==> config.mk <==
export PLATFORM = sky130hd
export DESIGN_NAME = imem_loader
export DESIGN_NICKNAME = d
export VERILOG_FILES = /design/src/rtl/imem_loader_pkg.sv /design/src/rtl/imem_loader.sv
export SDC_FILE = /design/constraint.sdc
export NUM_CORES = 1
export LEC_CHECK = 0
export ABC_AREA = 1
export CORE_MARGIN = 2
export CORE_UTILIZATION = 40
export DETAILED_ROUTE_END_ITERATION = 16
export PLACE_DENSITY = 0.6
export SLEW_MARGIN = 5
export SYNTH_ARGS = -nofsm -noshare
export SYNTH_HDL_FRONTEND = slang
export SYNTH_SLANG_ARGS = --single-unit
==> constraint.sdc <==
create_clock -name clock -period 5.5 [get_ports clock]
set_input_delay 1.1 -clock clock [delete_from_list [all_inputs] [get_ports clock]]
set_output_delay 1.1 -clock clock [all_outputs]
set_load 0.01 [all_outputs]
==> src/rtl/imem_loader_pkg.sv <==
// Shared constants and state encoding for the instruction-memory program loader.
package imem_loader_pkg;

  localparam int unsigned DEF_ADDR_W     = 7;
  localparam int unsigned DEF_DEPTH      = 128;
  localparam int unsigned DEF_DATA_W     = 32;
  localparam int unsigned HDR_BYTES      = 2;
  localparam int unsigned BYTES_PER_WORD = 4;
  localparam int unsigned BYTE_W         = 8;
  localparam int unsigned CNT_W          = HDR_BYTES * BYTE_W;

  localparam logic [2:0] S_IDLE   = 3'd0;
  localparam logic [2:0] S_HDR_HI = 3'd1;
  localparam logic [2:0] S_HDR_LO = 3'd2;
  localparam logic [2:0] S_DATA   = 3'd3;
  localparam logic [2:0] S_WRITE  = 3'd4;
  localparam logic [2:0] S_CHECK  = 3'd5;
  localparam logic [2:0] S_DONE   = 3'd6;
  localparam logic [2:0] S_ERROR  = 3'd7;

endpackage

==> src/rtl/imem_loader.sv <==
// Streams a header/payload/checksum byte sequence into instruction memory,
// packing payload bytes big-endian into words written from address 0.
module imem_loader
  import imem_loader_pkg::*;
#(
  parameter int unsigned ADDR_W = DEF_ADDR_W,
  parameter int unsigned DEPTH  = DEF_DEPTH,
  parameter int unsigned DATA_W = DEF_DATA_W
) (
  input  logic              clock,
  input  logic              reset,
  input  logic              start,
  input  logic [7:0]        in_data,
  input  logic              in_valid,
  output logic              in_ready,
  output logic [ADDR_W-1:0] mem_address,
  output logic [DATA_W-1:0] mem_data,
  output logic              mem_wren,
  output logic              busy,
  output logic              done,
  output logic              error,
  output logic [ADDR_W:0]   words_loaded
);

  localparam logic [1:0] LAST_BYTE = 2'(BYTES_PER_WORD - 1);

  logic [2:0]        state;
  logic [2:0]        state_next;
  logic [CNT_W-1:0]  count;
  logic [1:0]        byte_cnt;
  logic [BYTE_W-1:0] csum;

  logic              accept;
  logic [CNT_W-1:0]  hdr_count;
  logic              hdr_bad;
  logic              last_word;

  assign accept    = in_valid && in_ready;
  assign hdr_count = {count[CNT_W-1:BYTE_W], in_data};
  assign hdr_bad   = (hdr_count == '0) || (hdr_count > CNT_W'(DEPTH));
  assign last_word = ((CNT_W'(words_loaded) + CNT_W'(1)) == count);

  always_ff @(posedge clock) begin
    if (reset) begin
      state <= S_IDLE;
    end else begin
      state <= state_next;
    end
  end

  // Next-state decode.
  always_comb begin
    state_next = state;
    case (state)
      S_IDLE, S_DONE, S_ERROR: if (start) state_next = S_HDR_HI;
      S_HDR_HI: if (accept) state_next = S_HDR_LO;
      S_HDR_LO: if (accept) state_next = hdr_bad ? S_ERROR : S_DATA;
      S_DATA:   if (accept && (byte_cnt == LAST_BYTE)) state_next = S_WRITE;
      S_WRITE:  state_next = last_word ? S_CHECK : S_DATA;
      S_CHECK:  if (accept) state_next = (in_data == csum) ? S_DONE : S_ERROR;
      default:  state_next = S_IDLE;
    endcase
  end

  // Status flags registered from the next state so they line up with the state register.
  always_ff @(posedge clock) begin
    if (reset) begin
      in_ready <= 1'b0;
      mem_wren <= 1'b0;
      busy     <= 1'b0;
      done     <= 1'b0;
      error    <= 1'b0;
    end else begin
      in_ready <= (state_next == S_HDR_HI) || (state_next == S_HDR_LO) ||
                  (state_next == S_DATA)   || (state_next == S_CHECK);
      mem_wren <= (state_next == S_WRITE);
      busy     <= (state_next != S_IDLE) && (state_next != S_DONE) &&
                  (state_next != S_ERROR);
      done     <= (state_next == S_DONE);
      error    <= (state_next == S_ERROR);
    end
  end

  // Header capture, word packing, checksum and address/word counters.
  always_ff @(posedge clock) begin
    if (reset) begin
      count        <= '0;
      byte_cnt     <= '0;
      csum         <= '0;
      mem_address  <= '0;
      mem_data     <= '0;
      words_loaded <= '0;
    end else begin
      case (state)
        S_IDLE, S_DONE, S_ERROR: begin
          if (start) words_loaded <= '0;
        end
        S_HDR_HI: begin
          if (accept) count[CNT_W-1:BYTE_W] <= in_data;
        end
        S_HDR_LO: begin
          if (accept) begin
            count[BYTE_W-1:0] <= in_data;
            if (!hdr_bad) begin
              mem_address  <= '0;
              words_loaded <= '0;
              csum         <= '0;
              byte_cnt     <= '0;
            end
          end
        end
        S_DATA: begin
          if (accept) begin
            mem_data <= {mem_data[DATA_W-BYTE_W-1:0], in_data};
            csum     <= csum ^ in_data;
            byte_cnt <= byte_cnt + 2'd1;
          end
        end
        S_WRITE: begin
          words_loaded <= words_loaded + (ADDR_W+1)'(1);
          // Hold the address on the final word so it never wraps past DEPTH-1.
          if (!last_word) mem_address <= mem_address + ADDR_W'(1);
        end
        default: begin
        end
      endcase
    end
  end

endmodule

== Word-level counts from Yosys, hierarchy flattened ==
Cells that the tools add are included.
Word-level totals
  input bits: 12
  output and inout bits: 52
  logic and storage cells: 87
  bits in writable memories: 0
  register bits after elaboration: 81
  bits in latches: 0
  memories kept: 0
  memory bits (read-only): 0
Cells by class
  bitwise gates (word level): 1
  div/mod/pow operators: 0
  multipliers: 0
  $lt $le $gt $ge: 1
  shift-type cells: 0
  add/subtract/negate cells: 4
  reductions and logical operators: 21
  equal/unequal tests: 24
  multiplexer cells: 23
Operators with widths (count)
  2-to-1 mux 8 bit: 4
  equality test 3 bit, second input constant: 8
  case mux 8 bit (3 select lines): 1
  2-to-1 mux 3 bit: 7
  2-to-1 mux 7 bit: 3
  case mux 3 bit (6 select lines): 1
  equality test 9 x 16 -> 1 bit: 1
  > comparator 16 x 8 -> 1 bit, second input constant: 1
  logical NOT 16 bit: 1
  case mux 8 bit (2 select lines): 1
  case mux 7 bit (2 select lines): 1
  equality test 3 x 2 -> 1 bit, second input constant: 4
  AND reduction 4 bit: 3
  != test 2 bit, second input constant: 5
  adder 8 x 1 -> 9 bit, second input constant: 1
  adder 8 x 1 -> 8 bit, second input constant: 1
  equality test 8 bit: 1
  XOR 8 bit: 1
  adder 7 x 1 -> 7 bit, second input constant: 1
  equality test 3 x 1 -> 1 bit, second input constant: 2
  2-to-1 mux 2 bit: 3
  != test 3 bit, second input constant: 2
  AND reduction 2 bit: 3
  nonzero test 3 bit: 2
  other kinds (9): 16

== Longest topological paths before layout ==
Gate-level depths: netlist of the first run.
  word-level depth: 9
  mapped depth: 16
  gate-level depth less buffers: 16

== Worst setup path after synthesis of the first run ==
Ideal clock, no wire load.
  path kind: input to register
  from: in in_data[3]
  to: reg byte_cnt[0]
  arrival: 2164 ps
  slack: 3220 ps
  library setup time: 116 ps
  path buffers: 1
  required time: 5384 ps
  stages: 10
  path through: inv_1 -> nand4_1 -> nor3_1 -> nor2_1 -> nand2_1 -> o21ai_2 -> o21ai_2 -> inv_2 -> buf_4 -> o211a_1
On the way
  word-level cells in the longest chain between the ends: 4
  elaborated cells on any way between the ends: 5
  those cells by class: order compare (1); eq/ne (1); reduce/logical (3)
RTL lines
  start: declaration: RTL line imem_loader.sv:13  | input logic [7:0] in_data,
  > comparator 16 x 8 -> 1 bit / logical NOT 16 bit (equally long branches): RTL line imem_loader.sv:40  | assign hdr_bad = (hdr_count == '0) || (hdr_count > CNT_W'(DEPTH));
  logical OR 1 bit (*): RTL line imem_loader.sv:40
  != test 2 bit (no line) (*)
  AND reduction 4 bit (no line) (*)
  end signal: assignment: RTL line imem_loader.sv:116  | byte_cnt <= byte_cnt + 2'd1;
  end: declaration: RTL line imem_loader.sv:30  | logic [1:0] byte_cnt;
Mark *: on every way between the ends. The rest lies on a longest branch, timed or not.
A chain may end at the register's enable or synchronous reset.

==> run_results.csv, run 1 <==
group,metric,value,unit
clocking,clock_latency,0.36,ns
outcome,status,"finished clean",
min_path,holdCritPathClass,"reg -> reg",
clocking,cts_tree,"done",
global_routing,antenna_found_initial,0,
clocking,root_buffer,"clkbuf_8",
die,die-area,9750,um2
global_routing,grt_pass1_wl,15100,um
power,p_comb_share,24.7,%
yosys,syn_area,3590,um2
yosys,synthCells,499,
power,p_sw_share,35.2,%
power,p_leak,1.88,nW
power,p_switching,0.000503,W
routing,dr_wl_met3,528,um
yosys,async_reset_ff_share,0,%
yosys,ys_types,34,
layout,area_delta_synth_final,24.8,%
timing,finClkSkew,0.0114,ns
worst_setup_path,r2r_start,"state[1]",
timing,whs,0.481,ns
die,rows,34,
clocking,htree_levels,3,
worst_setup_path,crit_start,"reset",
clocking,cts_buffers,9,
clocking,clock_sinks,81,
layout,final.fill_count,855,
clocking,clk_pin_slew,0.09,ns
routing,drt_iter0_drc,76,
timing,period_needed,2.86,ns
global_routing,grt_max_degree,52,
worst_setup_path,required,5.79,ns
timing,max_freq,0.349,GHz
yosys,synth_seq_cells,81,
routing,via_per_inst,4.95,
clocking,ctsHoldBuffers,0,
timing,finalMaxSlewViolations,0,
layout,final_nets,572,
routing,wl_per_cell,13.1,um
clocking,cts_buffer_depth,2,
routing,postRouteAntennaNets,0,
place,dp_hpwl,6010,um
die,core,8720,um2
yosys,synth_common_cells,"89 x nor2_1, 88 x nand2_1, 81 x dfxtp_1, 54 x o21ai_0, 44 x a21oi_1",
timing,finalCritPeriodShare,52.0,%
timing,setup_tns,0,ns
routing,totalWireLength,8790,um
timing,rsz0062_at_grt,"no",
die,fp.dieW,98.7,um
yosys,yosys_warnings,0,
clocking,cts_setup_buffers,0,
power,ir_drop,0.000138,V
layout,antenna_cells,0,
routing,drc,0,
power,p_int,0.000925,W
yosys,synth_seq_area_share,45.2,%
die,ios,64,
clocking,cts_resized,0,
worst_setup_path,cp_max_fo,51,
worst_setup_path,crit_arrival,3.16,ns
global_routing,grt_pass1_vias,3210,
yosys,syn_nets,514,
yosys,synth_edf_count,0,
min_path,min_from,"byte_cnt[1]",
die,floorplan.initialDensity,41.2,%
timing,slew_headroom,31.7,%
die,die_h,98.7,um
routing,dr.pass1.iters,4,
timing,hold_violations,0,
power,pwr-share-seq,46.3,%
yosys,synth_most_common_cell,"nor2_1",
worst_setup_path,criticalPathCategory,"in -> reg",
worst_setup_path,end_kind,"flop",
layout,drive_gt1_share,6.76,%
yosys,synthTopCellsByArea,"dfxtp_1 45%, nor2_1 9.3%, nand2_1 9.2%",
timing,setup_viol,0,
power,powerDensity,319,nW/um2
place,portBuffers,63,
routing,dr_total_vias,3318,
power,clkPwrFrac,29.0,%
place,globalplace.congestion,0.906,
timing,max_slew.worst_pin.slew,1.02,ns
yosys,netlist.area_leader.share,45.2,%
global_routing,grtUsageTotal,18.9,%
yosys,yosysTopAreaCell,"dfxtp_1",
yosys,yosys_most_used_dff,"dfxtp_1",
routing,route.met2.wl,4020,um
routing,highest_layer,"met4",
global_routing,grt-ovfl-total,0,
yosys,avgSynthCellArea,7.19,um2
worst_setup_path,startpoint_type,"input port",
run,drv_cap,0,
routing,m1WireLength,4100,um
==> sequential cells by signal, summed over array words and instances (netlist names), 2 cells and up <==
name,cells
mem_data,32
byte_cnt,2
count,16
csum,8
state,3
words_loaded,8
mem_address,7
==> worst max-delay path, cell delays in order <==
cell and delay [ns]:
clkdlybuf4s50_1 0.93, inv_1 0.34, buf_4 0.44, o21ai_0 0.18, a21oi_1 0.15
==> power groups by stage <==
stage               clock, W  sequential (W)  combinational, W
floorplan                  0        0.000676          0.000241
CTS                 0.000426        0.000661          0.000351
global route        0.000454        0.000669          0.000398
global placement           0        0.000673          0.000347
detailed placement         0        0.000674          0.000349
finish              0.000414        0.000661          0.000353
==> final cells by class <==
class	instances	area [um2]	share of cell area (%)
flip-flops and latches	81	1620	36.2
inverters	46	175	3.91
repair buffers	65	646	14.4
well taps	108	135	3.02
clock buffers	9	124	2.77
multi-input cells	354	1720	38.4
clock inverters	7	58.8	1.31
==> stage by stage <==
stage | cell area, um2 | util [%] | setup WS, ns | cells | power [W]
3_3_place_gp | 4300 | 49.3 | 2.32 | 654 | 0.00102
2_1_floorplan | 3590 | - | 3.22 | 499 | 0.000917
5_1_grt | 4480 | 51.4 | 2.42 | 670 | 0.00152
6_report | 4480 | 51.4 | 2.64 | 670 | 0.00143
3_5_place_dp | 4300 | 49.3 | 2.29 | 654 | 0.00102
4_1_cts | 4480 | 51.4 | 2.64 | 670 | 0.00144
==> cell families after synthesis <==
logic type | after synthesis | share of synthesized area [%]
and+or+nand+nor | 231 | 27.9
AOI/OAI and AO/OA | 107 | 15.7
DFF | 81 | 45.2
buffers and inverters | 64 | 7.01
xor gates and xnor gates | 13 | 3.17
adders and majority gates | 3 | 1.05
==> final timing paths <==
kind / endpoint / slack [ns] / cells after the start
max reg2reg: words_loaded[1] / 3.02 / 9
max: count[12] / 2.64 / 5
min reg2reg: byte_cnt[1] / 0.48 / 2
min: byte_cnt[1] / 0.48 / 2
==> cells in the final DEF, fill, tap and decap left out, drive strengths merged <==
cell type	synthesis	layout
a2111oi	1	1
a21oi	44	44
buf	4	2
clkbuf	14	9
clkdlybuf4s50	0	63
clkinv	1	2
clkinvlp	0	2
dfxtp	81	81
ha	3	3
inv	45	49
nand2	93	93
nand3	33	33
nand3b	2	2
nand4	3	3
nor2	93	93
nor3	4	4
nor3b	1	1
nor4	1	1
o211a	3	3
o21ai	58	58
o21bai	1	1
or2	1	1
xnor2	4	4
xor2	9	9
==> layer usage <==
| metal | vias up | GRT usage [%] |
|---|---|---|
| met3 | 11 | 5.39 |
| met2 | 76 | 31.1 |
| li1 | 1730 | - |
| met1 | 1501 | 23.5 |
| met5 | - | 0 |
| met4 | 0 | 7.48 |
No activity file was read; power rests on OpenSTA's default activity.
==> run 2: changes to the inputs <==
- PLACE_DENSITY: 0.6 -> 0.63
- clock period: 5.5 -> 2.53 ns (I/O delays scaled with it)
==> run_results.csv, run 2 (same netlist as run 1, synthesis figures left out) <==
group,metric,value,unit
timing,slew_headroom,66.4,%
layout,final_area,4520,um2
die,core,8720,um2
worst_setup_path,criticalPathCategory,"reg -> reg",
clocking,cts_buffers,9,
place,portBuffers,63,
timing,setup_tns,0,ns
clocking,clock_sinks,81,
power,ir_drop,0.000374,V
die,die_h,98.7,um
clocking,clk_pin_slew,0.08,ns
timing,period_needed,2.12,ns
place,dp_hpwl,6280,um
timing,hold_violations,0,
run,drv_cap,0,
clocking,cts_resized,0,
timing,finalCritPeriodShare,83.6,%
worst_setup_path,startpoint_type,"flop",
layout,drive_gt1_share,7.56,%
clocking,cts_tree,"done",
worst_setup_path,end_kind,"flop",
routing,wl_per_cell,13.1,um
worst_setup_path,cp_max_fo,6,
worst_setup_path,r2r_start,"words_loaded[0]",
routing,postRouteAntennaNets,0,
clocking,cts_buffer_depth,2,
die,rows,34,
die,ios,64,
worst_setup_path,rr_worst_depth,16,
clocking,cts_setup_buffers,0,
layout,final_util,51.9,%
routing,drt_iter0_drc,116,
worst_setup_path,crit_start,"words_loaded[0]",
power,powerDensity,674,nW/um2
worst_setup_path,r2r_end,"busy",
outcome,status,"finished clean",
worst_setup_path,required,2.78,ns
place,placed_cell_area,4350,um2
routing,totalWireLength,8860,um
power,p_leak,1.91,nW
layout,final_nets,579,
timing,finalMaxSlewViolations,0,
global_routing,grtUsageTotal,18.8,%
layout,final_cell_mix,"88 x nand2_1, 88 x nor2_1, 81 x dfxtp_1, 63 x clkdlybuf4s50_1, 54 x o21ai_0",
worst_setup_path,worstSetupEndpoint,"busy",
min_path,min_path_cells,2,
timing,max_freq,0.473,GHz
clocking,ctsHoldBuffers,0,
routing,drc,0,
timing,max_slew.worst_pin.slew,0.502,ns
global_routing,grt_pass1_vias,3233,
global_routing,grt_max_degree,55,
place,post-place-ws,0.115,ns
layout,area_delta_synth_final,26.0,%
timing,setup_viol,0,
clocking,root_buffer,"clkbuf_8",
layout,regMostFlops,"mem_data",
routing,dr.pass1.iters,4,
worst_setup_path,r2r_slack,0.41,ns
layout,antenna_cells,0,
clocking,clock_latency,0.35,ns
worst_setup_path,crit_arrival,2.37,ns
timing,setup_ws,0.414,ns
min_path,holdCritPathClass,"reg -> reg",
global_routing,grt_pass1_wl,14900,um
global_routing,antenna_found_initial,0,
timing,rsz0062_at_grt,"no",
die,fp.dieW,98.7,um
die,die-area,9750,um2
die,floorplan.initialDensity,41.2,%
routing,via_per_inst,4.95,
clocking,htree_levels,3,
global_routing,grt-ovfl-total,0,
timing,finClkSkew,0.00797,ns
place,globalplace.congestion,0.832,
layout,largest_registers,"mem_data x32, count x16",
routing,dr_total_vias,3352,
layout,largest_reg_flops,32,
-- run 2: where the power goes --
| part | internal [W] | switching, W |
|---|---|---|
| clock | 0.000384 | 0.000470 |
| combinational | 0.000275 | 0.000479 |
| sequential | 0.00137 | 0.0000679 |
-- run 2: stage by stage --
stage          power, W  hold WS (ns)  std cells
3_3_place_gp    0.00221         0.466        661
4_1_cts         0.00307         0.484        677
3_5_place_dp    0.00222         0.472        661
5_1_grt         0.00325         0.501        677
2_1_floorplan   0.00199         0.445        499
6_report        0.00305         0.481        677
-- run 2: worst max-delay path, stage by stage, from the launching register on --
cell and delay, ns:
dfxtp_1 0.44, ha_1 0.24, nand2_2 0.11, nor2_4 0.15
inv_1 0.08, nand2_1 0.06, nand2_1 0.04, nand2_1 0.06
nand2_1 0.05, nor2_1 0.20, nand4_2 0.16, nand2_1 0.10
nand2_2 0.07, nand2_2 0.09, nand2_2 0.05, nor2_1 0.08
nor2_1 0.04
-- run 2: how the worst min path moves through the flow --
stage	end	slack, ns	from
2_1_floorplan	count[7]	0.44	count[7]
3_3_place_gp	csum[5]	0.47	csum[5]
3_5_place_dp	csum[5]	0.47	csum[5]
4_1_cts	count[7]	0.48	count[7]
5_1_grt	count[7]	0.50	count[7]
6_report	csum[5]	0.48	csum[5]
-- run 2: final cells by class --
cell class                      instances  area (um2)
Clock buffer                           12         145
Clock inverter                          4        28.8
Fill cell                             839        4200
Inverter                               46         175
Multi-Input combinational cell        354        1720
Sequential cell                        81        1620
Tap cell                              108         135
Timing Repair Buffer                   72         698
-- run 2: layer usage --
| layer | wire (um) | vias to the layer above | GRT usage [%] |
|---|---|---|---|
| li1 | - | 1746 | - |
| met1 | 4140 | 1517 | 24.1 |
| met2 | 4050 | 77 | 30.4 |
| met3 | 505 | 12 | 5.60 |
| met4 | 162 | 0 | 6.53 |
| met5 | 0 | - | 0 |
==> run 3: changes to the inputs <==
- clock period: 2.53 -> 1.9 ns (I/O delays scaled with it)
==> run_results.csv, run 3 (same netlist as run 1, synthesis figures left out) <==
group,metric,value,unit
clocking,root_buffer,"clkbuf_8",
power,powerDensity,927,nW/um2
worst_setup_path,r2r_start,"words_loaded[3]",
worst_setup_path,r2r_end,"busy",
die,fp.dieW,98.7,um
layout,regMostFlops,"mem_data",
routing,via_per_inst,4.93,
global_routing,antenna_found_initial,0,
global_routing,grt-ovfl-total,0,
clocking,cts_buffers,9,
clocking,clk_pin_slew,0.09,ns
place,portBuffers,63,
layout,final.fill_count,843,
timing,max_freq,0.535,GHz
layout,drive_gt1_share,15.4,%
clocking,ctsHoldBuffers,0,
clocking,cts_tree,"done",
power,p_leak,2.12,nW
timing,finClkSkew,0.00774,ns
layout,final_common_cell,"nand2_1",
power,ir_drop,0.000335,V
layout,largest_reg_flops,32,
layout,multi_input_area,1800,um2
place,globalplace.congestion,0.821,
die,floorplan.initialDensity,41.2,%
die,rows,34,
timing,period_needed,1.87,ns
routing,totalWireLength,9180,um
place,dp_hpwl,6530,um
worst_setup_path,r2r_slack,0.04,ns
timing,finalCritPeriodShare,98.3,%
timing,finalMaxSlewViolations,0,
timing,setup_viol,0,
die,core,8720,um2
routing,wl_per_cell,13.0,um
min_path,holdCritPathClass,"in -> reg",
worst_setup_path,end_kind,"flop",
routing,dr.pass1.iters,4,
clocking,cts_buffer_depth,2,
die,ios,64,
layout,final_util,56.1,%
routing,dr_total_vias,3473,
layout,largest_registers,"mem_data x32, count x16",
die,die-area,9750,um2
die,die_h,98.7,um
worst_setup_path,rr_worst_depth,15,
min_path,min_from,"in_data[6]",
layout,seq_area,1630,um2
worst_setup_path,required,2.18,ns
global_routing,grt_max_degree,55,
timing,setup_tns,0,ns
timing,rsz0062_at_grt,"yes",
min_path,hold_end,"mem_data[6]",
timing,max_slew.worst_pin.slew,0.532,ns
clocking,htree_levels,3,
timing,whs,0.413,ns
layout,final_cell_mix,"84 x nand2_1, 83 x nor2_1, 78 x dfxtp_1, 58 x clkdlybuf4s50_1, 53 x o21ai_0",
min_path,min_path_cells,3,
routing,postRouteAntennaNets,0,
layout,area_delta_synth_final,36.2,%
global_routing,grt_pass1_wl,15200,um
worst_setup_path,startpoint_type,"input port",
timing,slew_headroom,64.1,%
outcome,status,"finished clean",
worst_setup_path,criticalPathCategory,"in -> reg",
routing,drc,0,
clocking,clock_sinks,81,
global_routing,grt_pass1_vias,3362,
global_routing,grtUsageTotal,19.1,%
layout,antenna_cells,0,
timing,hold_violations,0,
run,drv_cap,0,
clocking,clock_latency,0.35,ns
routing,drt_iter0_drc,165,
worst_setup_path,cp_max_fo,8,
layout,final_nets,607,
worst_setup_path,crit_start,"in_data[5]",
worst_setup_path,crit_arrival,2.14,ns
## run 3: cell count changes in the layout (fill, tap and decap cells not counted), sizes merged
| cell | change |
|---|---|
| buf | +27 |
| clkdlybuf4s50 | -5 |
| dlymetal6s2s | +5 |
| bufinv | +1 |
| clkbuf | -1 |
| clkinv | -1 |
| clkinvlp | +1 |
| inv | +1 |
## run 3: metal layers
metal	share of wire, %	vias up	global-route usage [%]
li1	-	1800	-
met1	45	1569	23.2
met2	46	88	31.9
met3	6.1	16	5.11
met4	2.6	0	8.32
met5	0	-	0
## run 3: critical path: stages
cell	delay [ns]
clkdlybuf4s50_1	0.56
nor2_1	0.06
nand2_1	0.10
nor3_2	0.05
nor2_1	0.09
nand2_1	0.11
o21ai_4	0.23
nand3_2	0.21
inv_4	0.14
nand3_1	0.08
a21oi_1	0.13
## run 3: layout make-up
| class | instances | share of cell area [%] |
|---|---|---|
| flip-flops and latches | 81 | 33.2 |
| clock inverters | 5 | 1.28 |
| repair inverters | 1 | 0.153 |
| well taps | 108 | 2.76 |
| repair buffers | 99 | 19.0 |
| multi-input cells | 354 | 36.8 |
| inverters | 46 | 3.63 |
| clock buffers | 11 | 3.10 |
## run 3: how the worst max path moves through the flow
stage                     endpoint  slack, ns  cells past startpoint
floorplan                     busy       0.02                     14
global placement    mem_address[2]      -0.29                     10
detailed placement  mem_address[1]      -0.34                     10
CTS                           busy      -0.01                     16
global route                  busy      -0.13                     16
finish              mem_address[1]       0.03                     11
## run 3: repair_timing
action | 4_1_cts | 5_1_grt
resized for setup | 9 | 25
cloned | 0 | 1
pin swaps | 2 | 7
setup buffers | 1 | 3
setup endpoints to repair | 10 | 31
## run 3: where the power goes
group,internal (W),switching [W]
clock network,0.000686,0.000641
logic,0.000508,0.000782
registers,0.00183,0.0000891
total,0.00302,0.00151
## run 3: through the flow
stage | std cells | setup WS (ns) | cell area [um2] | total power, W
2_1_floorplan | 499 | 0.0176 | 3590 | 0.00265
3_3_place_gp | 684 | -0.288 | 4530 | 0.00300
3_5_place_dp | 684 | -0.345 | 4530 | 0.00303
4_1_cts | 701 | -0.00996 | 4780 | 0.00438
5_1_grt | 705 | -0.125 | 4890 | 0.00478
6_report | 705 | 0.0324 | 4890 | 0.00453
